--- config.mk ---
export PLATFORM = sky130hd
export DESIGN_NAME = bit_repeat_packer
export DESIGN_NICKNAME = d
export VERILOG_FILES = /design/src/rtl/bit_repeat_pkg.sv /design/src/rtl/bit_repeat_out_slice.sv /design/src/rtl/bit_repeat_packer.sv
export SDC_FILE = /design/constraint.sdc
export NUM_CORES = 1
export LEC_CHECK = 0
export CAP_MARGIN = 10
export CORE_ASPECT_RATIO = 1.1
export CORE_MARGIN = 2
export CORE_UTILIZATION = 45
export DETAILED_ROUTE_END_ITERATION = 8
export PLACE_DENSITY = 0.65
export SETUP_SLACK_MARGIN = 0.2
export SKIP_LAST_GASP = 1
export SYNTH_ARGS = -nofsm -noshare
export SYNTH_HDL_FRONTEND = slang
export SYNTH_SLANG_ARGS = --single-unit
--- constraint.sdc ---
create_clock -name i_clk -period 7.6 [get_ports i_clk]
set_clock_uncertainty 0.05 [all_clocks]
set_input_delay 1.52 -clock i_clk [delete_from_list [all_inputs] [get_ports i_clk]]
set_output_delay 1.52 -clock i_clk [all_outputs]
set_load 0.005 [all_outputs]
--- src/rtl/bit_repeat_pkg.sv ---
`default_nettype none
// ============================================================================
// Module      : bit_repeat_pkg
// Description : Shared constants and the run descriptor type for the
//               bit-repeat packer.
// Revision    : 1.0 - initial release
// ============================================================================
package bit_repeat_pkg;

  localparam int OUT_WIDTH_DEFAULT   = 32;
  localparam int COUNT_WIDTH_DEFAULT = 5;

  // One run: a bit value and how many times it is replicated.
  typedef struct packed {
    logic                           value;
    logic [COUNT_WIDTH_DEFAULT-1:0] count;
  } run_t;

endpackage
`default_nettype wire

--- src/rtl/bit_repeat_out_slice.sv ---
`default_nettype none
// ============================================================================
// Module      : bit_repeat_out_slice
// Description : Single-entry valid/ready output register holding a packed
//               word and its meaningful-bit count. Exposes o_free so the
//               producer knows a new word can be loaded this cycle.
// Revision    : 1.0 - initial release
// ============================================================================
module bit_repeat_out_slice
  import bit_repeat_pkg::*;
#(
  parameter int DATA_W = OUT_WIDTH_DEFAULT,
  parameter int CNT_W  = $clog2(OUT_WIDTH_DEFAULT + 1)
) (
  input  logic              i_clk,
  input  logic              i_rst,
  input  logic              i_load,
  input  logic [DATA_W-1:0] i_data,
  input  logic [CNT_W-1:0]  i_count,
  output logic              o_free,
  output logic              o_valid,
  input  logic              i_ready,
  output logic [DATA_W-1:0] o_data,
  output logic [CNT_W-1:0]  o_count
);

  // The slot can take a word when empty or when its current word leaves now.
  assign o_free = !o_valid || i_ready;

  // Load a new word (possibly replacing one that is leaving), else drain.
  always_ff @(posedge i_clk) begin
    if (i_rst) begin
      o_valid <= 1'b0;
      o_data  <= '0;
      o_count <= '0;
    end else if (i_load) begin
      o_valid <= 1'b1;
      o_data  <= i_data;
      o_count <= i_count;
    end else if (i_ready) begin
      o_valid <= 1'b0;
    end
  end

endmodule
`default_nettype wire

--- src/rtl/bit_repeat_packer.sv ---
`default_nettype none
// ============================================================================
// Module      : bit_repeat_packer
// Description : Accepts (bit, count) runs, expands each into count copies of
//               the bit and packs them LSB-first into OUT_WIDTH-bit words.
//               Long runs span several words; a flush request emits the
//               current partial word zero-padded with its bit count.
// Revision    : 1.0 - initial release
// ============================================================================
module bit_repeat_packer
  import bit_repeat_pkg::*;
#(
  parameter int OUT_WIDTH   = OUT_WIDTH_DEFAULT,
  parameter int COUNT_WIDTH = COUNT_WIDTH_DEFAULT,
  parameter int CNT_W       = $clog2(OUT_WIDTH + 1)
) (
  input  logic                   i_clk,
  input  logic                   i_rst,
  input  logic                   i_valid,
  output logic                   i_ready,
  input  logic                   i_bit,
  input  logic [COUNT_WIDTH-1:0] i_count,
  input  logic                   i_flush,
  output logic                   o_valid,
  input  logic                   o_ready,
  output logic [OUT_WIDTH-1:0]   o_data,
  output logic [CNT_W-1:0]       o_count
);

  // Common width for run/fill arithmetic, one bit of headroom for the sum.
  localparam int c_SW = ((COUNT_WIDTH > CNT_W) ? COUNT_WIDTH : CNT_W) + 1;

  logic                   r_run_bit;
  logic [COUNT_WIDTH-1:0] r_run_rem;
  logic [OUT_WIDTH-1:0]   r_acc;
  logic [CNT_W-1:0]       r_fill;
  logic                   r_flush_pend;

  logic                   w_out_free;
  logic                   w_accept;
  logic                   w_run_active;
  logic [c_SW-1:0]        w_space;
  logic [c_SW-1:0]        w_rem_ext;
  logic [c_SW-1:0]        w_take;
  logic [c_SW-1:0]        w_new_fill;
  logic [OUT_WIDTH-1:0]   w_mask;
  logic [OUT_WIDTH-1:0]   w_acc_appended;
  logic                   w_word_full;
  logic                   w_flush_go;
  logic                   w_push;
  logic [OUT_WIDTH-1:0]   w_push_data;
  logic [CNT_W-1:0]       w_push_count;

  // New runs only when the previous one is fully placed and no flush waits;
  // held low throughout reset so nothing is accepted alongside it.
  assign i_ready      = !i_rst && (r_run_rem == '0) && !r_flush_pend;
  assign w_accept     = i_valid && i_ready;
  assign w_run_active = (r_run_rem != '0);

  // Work out how many bits of the current run fit and where they land.
  always_comb begin
    w_space    = c_SW'(OUT_WIDTH) - c_SW'(r_fill);
    w_rem_ext  = c_SW'(r_run_rem);
    w_take     = (w_rem_ext < w_space) ? w_rem_ext : w_space;
    w_new_fill = c_SW'(r_fill) + w_take;
    w_mask     = '0;
    for (int i = 0; i < OUT_WIDTH; i++) begin
      w_mask[i] = (i >= int'(r_fill)) && (i < int'(w_new_fill));
    end
    w_acc_appended = r_run_bit ? (r_acc | w_mask) : (r_acc & ~w_mask);
  end

  assign w_word_full = (w_new_fill == c_SW'(OUT_WIDTH));

  // A flush waits for the in-flight run to drain and for a free output slot.
  assign w_flush_go = r_flush_pend && !w_run_active && w_out_free;

  // Completed words and non-empty flushes both feed the output slice; they
  // never coincide because a flush only proceeds with no run in flight.
  assign w_push       = (w_run_active && w_word_full && w_out_free) ||
                        (w_flush_go && (r_fill != '0));
  assign w_push_data  = w_run_active ? w_acc_appended : r_acc;
  assign w_push_count = w_run_active ? CNT_W'(OUT_WIDTH) : r_fill;

  // Run capture, bit appending, word hand-off and flush bookkeeping.
  always_ff @(posedge i_clk) begin
    if (i_rst) begin
      r_run_bit    <= 1'b0;
      r_run_rem    <= '0;
      r_acc        <= '0;
      r_fill       <= '0;
      r_flush_pend <= 1'b0;
    end else begin
      if (w_accept) begin
        // A zero count loads run_rem=0, so a null run simply vanishes.
        r_run_bit <= i_bit;
        r_run_rem <= i_count;
      end else if (w_run_active) begin
        if (!w_word_full) begin
          r_acc     <= w_acc_appended;
          r_fill    <= CNT_W'(w_new_fill);
          r_run_rem <= r_run_rem - COUNT_WIDTH'(w_take);
        end else if (w_out_free) begin
          r_acc     <= '0;
          r_fill    <= '0;
          r_run_rem <= r_run_rem - COUNT_WIDTH'(w_take);
        end
      end
      if (w_flush_go) begin
        r_acc  <= '0;
        r_fill <= '0;
      end
      r_flush_pend <= (r_flush_pend && !w_flush_go) || i_flush;
    end
  end

  bit_repeat_out_slice #(
    .DATA_W (OUT_WIDTH),
    .CNT_W  (CNT_W)
  ) u_out_slice (
    .i_clk   (i_clk),
    .i_rst   (i_rst),
    .i_load  (w_push),
    .i_data  (w_push_data),
    .i_count (w_push_count),
    .o_free  (w_out_free),
    .o_valid (o_valid),
    .i_ready (o_ready),
    .o_data  (o_data),
    .o_count (o_count)
  );

endmodule
`default_nettype wire

Word level (Yosys, flattened, before mapping):

Index checks and enable logic that the tools add are counted.

* magnitude comparators: 65
* multiply operators: 0
* shift-type cells: 0
* equality and inequality tests: 3
* div/mod/pow operators: 0
* bitwise operators: 4
* mux-type cells: 14
* add/sub/neg operators: 3
* reductions and logical operators: 57

Operator list (number)
* $mux W32: 4
* $lt A5 B7 Y1 const A: 16
* $ge A5 B6 Y1 const A: 16
* $lt A4 B7 Y1 const A: 8
* $ge A4 B6 Y1 const A: 8
* $logic_and A1 B1 Y1: 41
* $and A32 B32 Y32: 1
* $not A32 Y32: 1
* $or A32 B32 Y32: 1
* $lt A3 B7 Y1 const A: 4
* $ge A3 B6 Y1 const A: 4
* $mux W5: 4
* $mux W6: 3
* $lt A1 B7 Y1 const A: 2
* $lt A2 B7 Y1 const A: 2
* $ge A1 B6 Y1 const A: 2
* $ge A2 B6 Y1 const A: 2
* $add A6 B7 Y7: 1
* $eq A7 B6 Y1 const B: 1
* $lt A5 B7 Y1: 1
* $mux W7: 1
* $sub A6 B6 Y7 const A: 1
* $reduce_bool A6 Y1: 1
* $logic_not A1 Y1: 5
* 12 further kinds: 16

* output and inout bits: 40
* bits in read-only memories: 0
* latch bits: 0
* register bits after elaboration: 84
* memory bits (writable): 0
* memories kept: 0
* bits of input ports: 11

Logic depth before layout (Yosys ltp):

Gate-level depths: netlist of the first run.

* depth after elaboration: 10
* mapped depth: 26
* mapped depth without buffers: 21

Modules after synthesis:

A second synthesis of the first run with hierarchy kept.

* cell total of the unflattened synthesis: 644
* area total of the unflattened synthesis: 5260.0 um2

By module, submodules not included
* bit_repeat_packer: instances 1, cells an instance 517, area each 3857.4 um2
* bit_repeat_out_slice: instances 1, cells an instance 127, area each 1402.6 um2

Worst setup path before layout of the first run:

No wires, ideal clock.

* path type: register to register
* from: register r_fill[1]
* to: register r_acc[18]
* path buffers: 5
* slack: 2.556 ns
* cell stages (with the launch flop): 26
* data arrival time: 4.918 ns
* clock period less this slack: 5.044 ns
* cell sequence: dfxtp_1 clkbuf_1 inv_1 ha_1 clkbuf_1 and2_1 xnor2_1 inv_1 ha_1 a21oi_1 o21ai_0 o21ai_0 clkbuf_1 nand2_1 o21ai_0 ha_1 inv_1 fa_1 xnor2_1 nor2_2 o2111a_1 and4_4 buf_6 or3_1 buf_2 o22ai_1

* longest elaborated chain between the ends: 10

Ends and longest elaborated chain
* from (decl): RTL line bit_repeat_packer.sv:36 `logic [CNT_W-1:0] r_fill;`
* from (signal assigned): RTL line bit_repeat_packer.sv:101 `r_fill <= CNT_W'(w_new_fill);`
* $sub A6 B6 Y7: RTL line bit_repeat_packer.sv:62 `w_space = c_SW'(OUT_WIDTH) - c_SW'(r_fill);`
* $lt A5 B7 Y1: RTL line bit_repeat_packer.sv:64 `w_take = (w_rem_ext < w_space) ? w_rem_ext : w_space;`
* $mux W7: RTL line bit_repeat_packer.sv:64
* $add A6 B7 Y7: RTL line bit_repeat_packer.sv:65 `w_new_fill = c_SW'(r_fill) + w_take;`
* $lt A5 B7 Y1: RTL line bit_repeat_packer.sv:68 `w_mask[i] = (i >= int'(r_fill)) && (i < int'(w_new_fill));`
* $logic_and A1 B1 Y1: RTL line bit_repeat_packer.sv:68
* $not A32 Y32: RTL line bit_repeat_packer.sv:70 `w_acc_appended = r_run_bit ? (r_acc | w_mask) : (r_acc & ~w_mask);`
* $and A32 B32 Y32: RTL line bit_repeat_packer.sv:70
* $mux W32: RTL line bit_repeat_packer.sv:70
* $mux W32: RTL line bit_repeat_packer.sv:99 `if (!w_word_full) begin`
* to (signal assigned): RTL line bit_repeat_packer.sv:100 `r_acc <= w_acc_appended;`
* to (decl): RTL line bit_repeat_packer.sv:35 `logic [OUT_WIDTH-1:0] r_acc;`

Parallel ways exist; a longest one is shown, timed or not.
A chain may end at the register's enable or synchronous reset.

Worst setup path in the final report of the first run:

* from: register r_fill[1]
* to: register u_out_slice.o_data[18]

* longest elaborated chain between the ends: 10

Ends and longest elaborated chain
* $sub A6 B6 Y7: RTL line bit_repeat_packer.sv:62
* $lt A5 B7 Y1: RTL line bit_repeat_packer.sv:64
* $mux W7: RTL line bit_repeat_packer.sv:64
* $add A6 B7 Y7: RTL line bit_repeat_packer.sv:65
* $lt A5 B7 Y1: RTL line bit_repeat_packer.sv:68
* $logic_and A1 B1 Y1: RTL line bit_repeat_packer.sv:68
* $not A32 Y32: RTL line bit_repeat_packer.sv:70
* $and A32 B32 Y32: RTL line bit_repeat_packer.sv:70
* $mux W32: RTL line bit_repeat_packer.sv:70
* $mux W32: RTL line bit_repeat_packer.sv:82 `assign w_push_data = w_run_active ? w_acc_appended : r_acc;`
* to (signal assigned): RTL line bit_repeat_out_slice.sv:38 `o_data <= i_data;`
* to (decl): RTL line bit_repeat_out_slice.sv:23 `output logic [DATA_W-1:0] o_data,`

Parallel ways exist; a longest one is shown, timed or not.

==> results of run 1 <==
==> area by class of cell <==
cell class / count / area, um2
timing repair buffer: 57 / 552
clock buffer: 10 / 239
inverter: 30 / 113
sequential: 84 / 1680
clock inverter: 6 / 47.5
fill: 1054 / 5060
multi-input combinational: 482 / 3080
tap: 147 / 184
==> worst register-to-register path: stages, from the launching register on <==
cell and delay, ps:
dfxtp_1 610, inv_1 180, ha_1 340, and2_1 220, xnor2_1 230, inv_1 90, ha_1 300, nand2_1 50
o21ai_0 130, o21ai_0 390, o21ai_0 420, ha_1 260, inv_1 70, fa_1 420, xnor2_1 510, nor2_2 140
o2111a_1 190, and4_4 240, a31oi_2 980, a21boi_0 220, o22ai_1 200
==> per-layer routing <==
layer  wire length (um)  global-route usage  share of wire
met5                  0                   0              0
met4                335              0.0907          0.021
met3                973              0.0517          0.062
met2               7560               0.446           0.48
met1               6870               0.337           0.44
==> logic make-up (layout without fill, tap and decap cells) <==
| family | count (synthesis) | in the layout | synth area share |
|---|---|---|---|
| xor gates and xnor gates | 10 | 10 | 0.0187 |
| adders and majority gates | 18 | 18 | 0.0472 |
| and+or+nand+nor | 208 | 208 | 0.200 |
| buffers and inverters | 78 | 103 | 0.0656 |
| DFF | 84 | 84 | 0.330 |
| muxes | 14 | 14 | 0.0275 |
| AOI/OAI and AO/OA | 232 | 232 | 0.311 |
==> report_power, final <==
group	switching, mW	internal, mW
clock	0.199	0.234
sequential	0.0585	0.508
combinational	1.06	0.547
==> cells in the final DEF, fill, tap and decap left out, types with 4 or more instances in the layout <==
master           count
o211ai_1            10
a311oi_1             9
nor2b_1              4
inv_1               30
a31oi_1              6
nand3_1             32
o21a_1               6
a21o_1               6
xor2_1               4
ha_1                16
nand2b_1             9
mux2i_1             14
a221oi_1             4
a21oi_1             49
and3_1               6
o31ai_1              4
clkbuf_16            9
nand3b_1             4
clkdlybuf4s50_1     49
or2_2                5
o22ai_1             17
o21ai_0             50
nand2_1             47
xnor2_1              5
dfxtp_1             84
a21bo_2              6
buf_4                6
nor3_1              19
and2_1               7
nor2_1              58
a211oi_1            19
a22o_1              17
==> registers in the layout, indices dropped and copies added, names as in the netlist <==
| signal | flops |
|---|---|
| r_acc | 32 |
| u_out_slice.o_data | 32 |
| r_fill | 6 |
| u_out_slice.o_count | 6 |
| r_run_rem | 5 |
| r_flush_pend | 1 |
| r_run_bit | 1 |
| u_out_slice.o_valid | 1 |
==> how the worst min path moves through the flow <==
stage	startpoint	depth (start not counted)	slack, ps	endpoint
after floorplan	r_acc[10]	2	380	r_acc[10]
after global placement	r_acc[8]	2	380	r_acc[8]
after detailed placement	r_acc[5]	2	390	r_acc[5]
after CTS	r_acc[5]	2	400	r_acc[5]
after global routing	r_acc[5]	2	420	r_acc[5]
final	r_acc[5]	2	400	r_acc[5]
==> flow_summary.yaml, run 1 <==
grt:
  grt_pass1_vias: 4603
  gr-total-overflow: 0
  grt_pass1_wl_um: 24900
  antenna_found_initial: 0
  grt_usage: 0.263
  grt_max_degree: 58
timing:
  hold_violations: 0
  worst_pin_slew_ps: 1210
  finalSetupViolations: 0
  tns_ps: 0
  fin_crit_sh: 0.833
  rsz0062_at_grt: "no"
  fin_hold_ws_ps: 403
  slew_headroom: 0.192
  fmax_ghz: 0.158
  fin_ws_ps: 1270
  slew_viol_final: 0
  period_needed_ps: 6330
setup_path:
  endpoint: "u_out_slice.o_data[18]"
  critPathMaxStageDelay_ps: 980
  critical_path_buf_inv_count: 3
  crit_path_end_kind: "flip-flop"
  r2r-end: "u_out_slice.o_data[18]"
  rr_worst_depth: 20
  required_ps: 7820
  crit_fanout: 21
  cp-startpoint: "r_fill[1]"
  critPathKind: "flip-flop to flip-flop"
  cp.arrival_ps: 6550
  cp-start-kind: "flip-flop"
  path_cells: "inv_1 > ha_1 > and2_1 > xnor2_1 > inv_1 > ha_1 > nand2_1 > o21ai_0 > o21ai_0 > o21ai_0 > ha_1 > inv_1 > fa_1 > xnor2_1 > nor2_2 > o2111a_1 > and4_4 > a31oi_2 > a21boi_0 > o22ai_1"
  cpLargestDelayFamily: "compound AO/OA/AOI/OAI gates"
  r2r_setup_slack_ps: 1270
  cp.depth: 20
  crit_slowest_cell: "a31oi_2"
  rr_startpoint: "r_fill[1]"
finish:
  nets: 693
  diodes: 0
  areaGrowthSynthToFinish_pct: 15.7
  stdcell_area_mm2: 0.00590
  layout-drive-gt1-share: 0.0777
  final_util: 0.538
  fin_cells: 816
clock_tree:
  htree_levels: 3
  cts.clk_slew.worst_paths_ps: 70
  cts_tree: "built"
  cts_inserted_buffers: 9
  clock_path_buffers: 2
  postCtsSetupBuffers: 0
  clock_sinks: 84
  cts_root_buf: "clkbuf_16"
  post_cts_resized: 0
  ctsHoldBuffers: 0
  clkLatencyLatePin_ps: 350
floorplan:
  start_util: 0.465
  core-area_mm2: 0.0110
  rows: 40
  dieHeight_um: 116
  die_w_um: 105
  fp.dieArea_mm2: 0.0122
  num_io_pins: 51
yosys:
  async_flop_share: 0
  synthTopCellsByArea: "dfxtp_1 33%, o21ai_0 4.9%, a21oi_1 4.8%, nor2_1 4.3%, ha_1 3.9%"
  synth.net_count: 673
  synth_cells: 644
  synth_top_cell_by_area: "dfxtp_1"
  synth-edff-count: 0
  syn_area_mm2: 0.00509
  ys_dominant_reg_cell: "dfxtp_1"
  synth-seq-cells: 84
  avgSynthCellArea_um2: 7.91
  ys_warn_count: 0
  synth_top_area_frac: 0.330
  ys_types: 66
  yosysSeqAreaShare: 0.330
  yosysMostFrequentCell: "dfxtp_1"
  synth_common_cells: "84 x dfxtp_1, 58 x nor2_1, 50 x o21ai_0"
power:
  p_leak_nw: 2.09
  ir_worst_vdd_mv: 0.348
  power.density_mw_per_mm2: 442
  power_mw: 2.61
placed_design:
  gp_congestion: 0.902
  hpwl_um: 10900
  dp_slack_ps: 1360
  dp_cells: 799
  portBuffers: 50
  place_area_mm2: 0.00560
status:
  status: "finished clean"
min_path:
  worstHoldPathType: "flip-flop to flip-flop"
detailed_routing:
  drc: 0
  dr.pass1.iters: 5
  drtIter0Drc: 351
  via_per_inst: 6.15
  wl_um: 15700
  dr_total_vias: 5015
  wl_per_cell_um: 19.3
  ant_nets: 0
flow_run:
  max-cap-violations: 0
Power figures use the tool's default switching activity.
==> inputs of run 2 (changes only) <==
==> constraint.sdc (replaced) <==
create_clock -name i_clk -period 6.5 [get_ports i_clk]
set_clock_uncertainty 0.05 [all_clocks]
set_input_delay 1.3 -clock i_clk [delete_from_list [all_inputs] [get_ports i_clk]]
set_output_delay 1.3 -clock i_clk [all_outputs]
set_load 0.005 [all_outputs]
==> flow_summary.yaml, run 2 (synthesis results as in run 1) <==
placed_design:
  hpwl_um: 11200
  place_area_mm2: 0.00570
  portBuffers: 50
  dp_slack_ps: 819
  gp_congestion: 0.954
power:
  p_sw_frac: 0.499
  clock_power_share: 0.171
  ir_worst_vdd_mv: 0.398
  power.switching_mw: 1.56
  intPower_mw: 1.57
  p_leak_nw: 2.14
  power_frac_seq: 0.208
  power.share.combinational: 0.621
  power.density_mw_per_mm2: 522
floorplan:
  num_io_pins: 51
  dieHeight_um: 116
  fp.dieArea_mm2: 0.0122
  core-area_mm2: 0.0110
  start_util: 0.465
  rows: 40
  die_w_um: 105
flow_run:
  max-cap-violations: 0
detailed_routing:
  dr_total_vias: 4999
  drtIter0Drc: 367
  wl_um: 16100
  dr.pass1.iters: 5
  via_per_inst: 6.04
  ant_nets: 0
  drc: 0
  wl_per_cell_um: 19.4
setup_path:
  crit_path_end_kind: "flip-flop"
  path_cells: "inv_1 > ha_1 > and2_1 > xnor2_1 > inv_1 > ha_1 > nand2_1 > o21ai_0 > o21ai_0 > o21ai_0 > ha_1 > inv_1 > fa_1 > nand2b_1 > a21oi_4 > xnor2_2 > and4_4 > a31o_2 > buf_4 > nor2_1 > a311oi_1"
  cp.arrival_ps: 5910
  crit_slowest_cell: "dfxtp_1"
  critPathKind: "flip-flop to flip-flop"
  cp-start-kind: "flip-flop"
  critPathMaxStageDelay_ps: 450
  crit_fanout: 46
  required_ps: 6710
timing:
  tns_ps: 0
  fin_crit_sh: 0.878
  worst_pin_slew_ps: 1030
  hold_violations: 0
  slew_viol_final: 0
  rsz0062_at_grt: "no"
  slew_headroom: 0.308
  period_needed_ps: 5710
  finalSetupViolations: 0
  fin_ws_ps: 793
  fmax_ghz: 0.175
finish:
  areaGrowthSynthToFinish_pct: 17.7
  stdcell_area_mm2: 0.00600
  diodes: 0
  fill_cells: 1025
  layout-drive-gt1-share: 0.0940
  nets: 705
  final_common_cell: "dfxtp_1"
  final_cell_mix: "83 x dfxtp_1, 58 x nor2_1, 50 x o21ai_0"
  reg.largest.list: "r_acc (32), u_out_slice.o_data (32)"
clock_tree:
  ctsHoldBuffers: 0
  cts.clk_slew.worst_paths_ps: 70
  cts_tree: "built"
  clock_sinks: 84
  postCtsSetupBuffers: 0
  clkLatencyLatePin_ps: 350
  htree_levels: 3
  cts_inserted_buffers: 9
  cts_root_buf: "clkbuf_16"
  clock_path_buffers: 2
grt:
  grt_usage: 0.276
  grt_pass1_wl_um: 26400
  gr-total-overflow: 0
  antenna_found_initial: 0
  grt_pass1_vias: 4849
  grt_max_degree: 58
status:
  status: "finished clean"
min_path:
  worstHoldPathType: "flip-flop to flip-flop"
## run 2: cell types whose count changed in the layout (fill, tap and decap cells not counted)
cell        before  now
clkinv_2         2    0
dfxtp_1         84   83
bufinv_16        0    1
clkbuf_8         1    0
clkinv_4         2    0
clkinvlp_4       0    3
clkbuf_1         0    1
dfxtp_2          0    1
buf_4            6   19
buf_6            1    0
## run 2: timing repair
item                                    CTS  global route
resized for setup                         0             1
endpoints found under the setup margin    0             3
hold endpoints to repair                  0             0
## run 2: worst max-delay path, delay by kind of cell, from the launching register on
| family | cells | cell delay (ps) |
|---|---|---|
| fa+ha+maj | 4 | 1320 |
| compound gates | 6 | 1580 |
| xor+xnor | 2 | 490 |
| flops | 1 | 450 |
| buf+inv | 4 | 670 |
| simple gates | 5 | 1010 |
## run 2: stage by stage
step / power, mW / hold slack (ps) / cells / util
after floorplan: 1.98 / 375 / 644 / -
after global placement: 2.55 / 385 / 812 / 0.520
after detailed placement: 2.57 / 388 / 812 / 0.520
after CTS: 3.11 / 399 / 828 / 0.547
after global routing: 3.37 / 422 / 828 / 0.547
final: 3.13 / 398 / 828 / 0.547
## run 2: routing by layer
| layer | up-vias | global-route usage | routed length (um) |
|---|---|---|---|
| li1 | 2418 | - | - |
| met1 | 2348 | 0.358 | 7140 |
| met4 | 0 | 0.125 | 570 |
| met3 | 41 | 0.0405 | 880 |
| met5 | - | 0 | 0 |
| met2 | 192 | 0.457 | 7490 |
## run 2: cell type report
| cell class | count | area (um2) | share of cell area |
|---|---|---|---|
| Clock buffer | 10 | 229 | 0.0382 |
| Clock inverter | 6 | 72.6 | 0.0121 |
| Inverter | 30 | 113 | 0.0188 |
| Multi-Input combinational cell | 482 | 3080 | 0.513 |
| Sequential cell | 84 | 1680 | 0.281 |
| Tap cell | 147 | 184 | 0.0307 |
| Timing Repair Buffer | 69 | 638 | 0.106 |
## run 2: path summary, 6_finish.rpt
| kind | start | to | slack, ps | cells after the start |
|---|---|---|---|---|
| worst min-delay path | r_acc[8] | r_acc[8] | 400 | 2 |
| worst max register to register | r_fill[0] | u_out_slice.o_data[15] | 790 | 21 |
| worst min register to register | r_acc[8] | r_acc[8] | 400 | 2 |
| worst max-delay path | r_fill[0] | u_out_slice.o_data[15] | 790 | 21 |
## run 2: power by group through the flow
stage	sequential [mW]	combinational, mW	clock (mW)
after global routing	0.662	2.14	0.560
after global placement	0.660	1.89	0
after detailed placement	0.662	1.91	0
after floorplan	0.653	1.33	0
final	0.651	1.94	0.535
after CTS	0.651	1.92	0.539
==> inputs of run 3 (changes only) <==
--- a/config.mk
+++ b/config.mk
@@ -5,12 +5,12 @@
 export SDC_FILE = /design/constraint.sdc
 export NUM_CORES = 1
 export LEC_CHECK = 0
+export ABC_AREA = 1
 export CAP_MARGIN = 10
 export CORE_ASPECT_RATIO = 1.1
 export CORE_MARGIN = 2
 export CORE_UTILIZATION = 45
 export DETAILED_ROUTE_END_ITERATION = 8
-export PLACE_DENSITY = 0.65
 export SETUP_SLACK_MARGIN = 0.2
 export SKIP_LAST_GASP = 1
 export SYNTH_ARGS = -nofsm -noshare
==> flow_summary.yaml, run 3 <==
status:
  status: "finished clean"
flow_run:
  max-cap-violations: 0
grt:
  grt_usage: 0.274
  grt_max_degree: 66
  grt_pass1_wl_um: 28000
  gr-total-overflow: 0
  antenna_found_initial: 0
  grt_pass1_vias: 5276
clock_tree:
  clock_sinks: 84
  htree_levels: 3
  ctsHoldBuffers: 0
  clkLatencyLatePin_ps: 340
  post_cts_resized: 0
  cts_tree: "built"
  cts.clk_slew.worst_paths_ps: 60
  cts_root_buf: "clkbuf_16"
  postCtsSetupBuffers: 0
  clock_path_buffers: 2
  cts_inserted_buffers: 9
finish:
  final_cell_mix: "179 x nand2_1, 134 x nand3_1, 99 x inv_1"
  layout-drive-gt1-share: 0.0869
  fin_cells: 1052
  final_common_cell: "nand2_1"
  areaGrowthSynthToFinish_pct: 13.6
  nets: 922
  reg.largest.list: "r_acc (32), u_out_slice.o_data (32)"
  stdcell_area_mm2: 0.00633
  diodes: 0
detailed_routing:
  top_layer: "met4"
  wl_met1_um: 7930
  route.met2.wl_um: 8240
  wl_um: 17200
  via_per_inst: 5.42
  wl_met3_um: 677
  dr_total_vias: 5705
  wl_per_cell_um: 16.4
  drc: 0
  drtIter0Drc: 406
  dr.pass1.iters: 5
  ant_nets: 0
yosys:
  syn_area_mm2: 0.00558
  async_flop_share: 0
  synth-seq-cells: 84
  synth.net_count: 896
  ys_dominant_reg_cell: "dfxtp_1"
  synthTopCellsByArea: "dfxtp_1 30%, nand2_1 12%, nand3_1 12%, a21oi_1 7.4%, inv_1 6.7%"
  synth_top_cell_by_area: "dfxtp_1"
  synth_common_cells: "179 x nand2_1, 134 x nand3_1, 100 x inv_1"
  synth_top_area_frac: 0.302
  avgSynthCellArea_um2: 6.43
  ys_warn_count: 0
  ys_types: 39
  synth-edff-count: 0
  yosysMostFrequentCell: "nand2_1"
  synth_cells: 867
  yosysSeqAreaShare: 0.302
setup_path:
  cp.arrival_ps: 5710
  critPathKind: "flip-flop to flip-flop"
  crit_path_end_kind: "flip-flop"
  cpLargestDelayFamily: "simple AND/OR/NAND/NOR gates"
  crit_fanout: 33
  crit_slowest_cell: "dfxtp_1"
  critPathMaxStageDelay_ps: 610
  required_ps: 6650
  cp_common_cell: "nand2_1"
  critical_path_buf_inv_count: 5
  cp-start-kind: "flip-flop"
timing:
  hold_violations: 0
  slew_viol_final: 0
  finalSetupViolations: 0
  worst_pin_slew_ps: 741
  fin_crit_sh: 0.855
  fmax_ghz: 0.180
  slew_headroom: 0.506
  rsz0062_at_grt: "no"
  period_needed_ps: 5560
  tns_ps: 0
min_path:
  worstHoldPathType: "flip-flop to flip-flop"
placed_design:
  gp_congestion: 0.930
  hpwl_um: 12300
  portBuffers: 50
  dp_cells: 1036
  place_area_mm2: 0.00606
floorplan:
  start_util: 0.461
  fp.dieArea_mm2: 0.0133
  core-area_mm2: 0.0121
  die_w_um: 110
  num_io_pins: 51
  rows: 42
  dieHeight_um: 121
-- run 3: metal layers --
layer | GRT usage | vias to the layer above
li1 | - | 2905
met1 | 0.361 | 2627
met2 | 0.451 | 149
met3 | 0.0404 | 24
met4 | 0.0977 | 0
met5 | 0 | -
-- run 3: worst paths after layout --
path / startpoint / to / slack (ps) / depth (start not counted)
worst max-delay path: r_fill[1] / r_acc[10] / 940 / 26
worst min register to register: r_acc[21] / r_acc[21] / 410 / 2
worst min-delay path: r_acc[21] / r_acc[21] / 410 / 2
worst max register to register: r_fill[1] / r_acc[10] / 940 / 26
-- run 3: cell families after synthesis --
group	synth area share
compound gates	0.164
xor+xnor	0.00606
fa+ha+maj	0.0431
buf+inv	0.121
flops	0.302
simple gates	0.364
-- run 3: metrics by stage --
stage / utilization / worst slack, ps / hold slack, ps
detailed placement: 0.502 / 956 / 405
finish: 0.524 / 941 / 413
global route: 0.524 / 355 / 429
CTS: 0.524 / 945 / 415
global placement: 0.502 / 1210 / 401
floorplan: - / 2190 / 393
-- run 3: area by class of cell --
class,instances,area [um2]
Sequential cell,84,1680
Clock inverter,4,25.0
Clock buffer,12,246
Inverter,106,404
Timing Repair Buffer,57,553
Multi-Input combinational cell,635,3230
Tap cell,154,193
Fill cell,1285,5750
-- run 3: worst register-to-register path, delay by kind of cell, from the launching register on --
kind	cells	cell delay [ps]
simple gates	14	1670
compound gates	2	400
flops	1	610
buf+inv	5	920
xor+xnor	1	510
fa+ha+maj	4	1270
Power of run 3 is left out: the tool's default activity adds up to more than one toggle a clock period on the data nets, which glitch-free logic cannot reach.
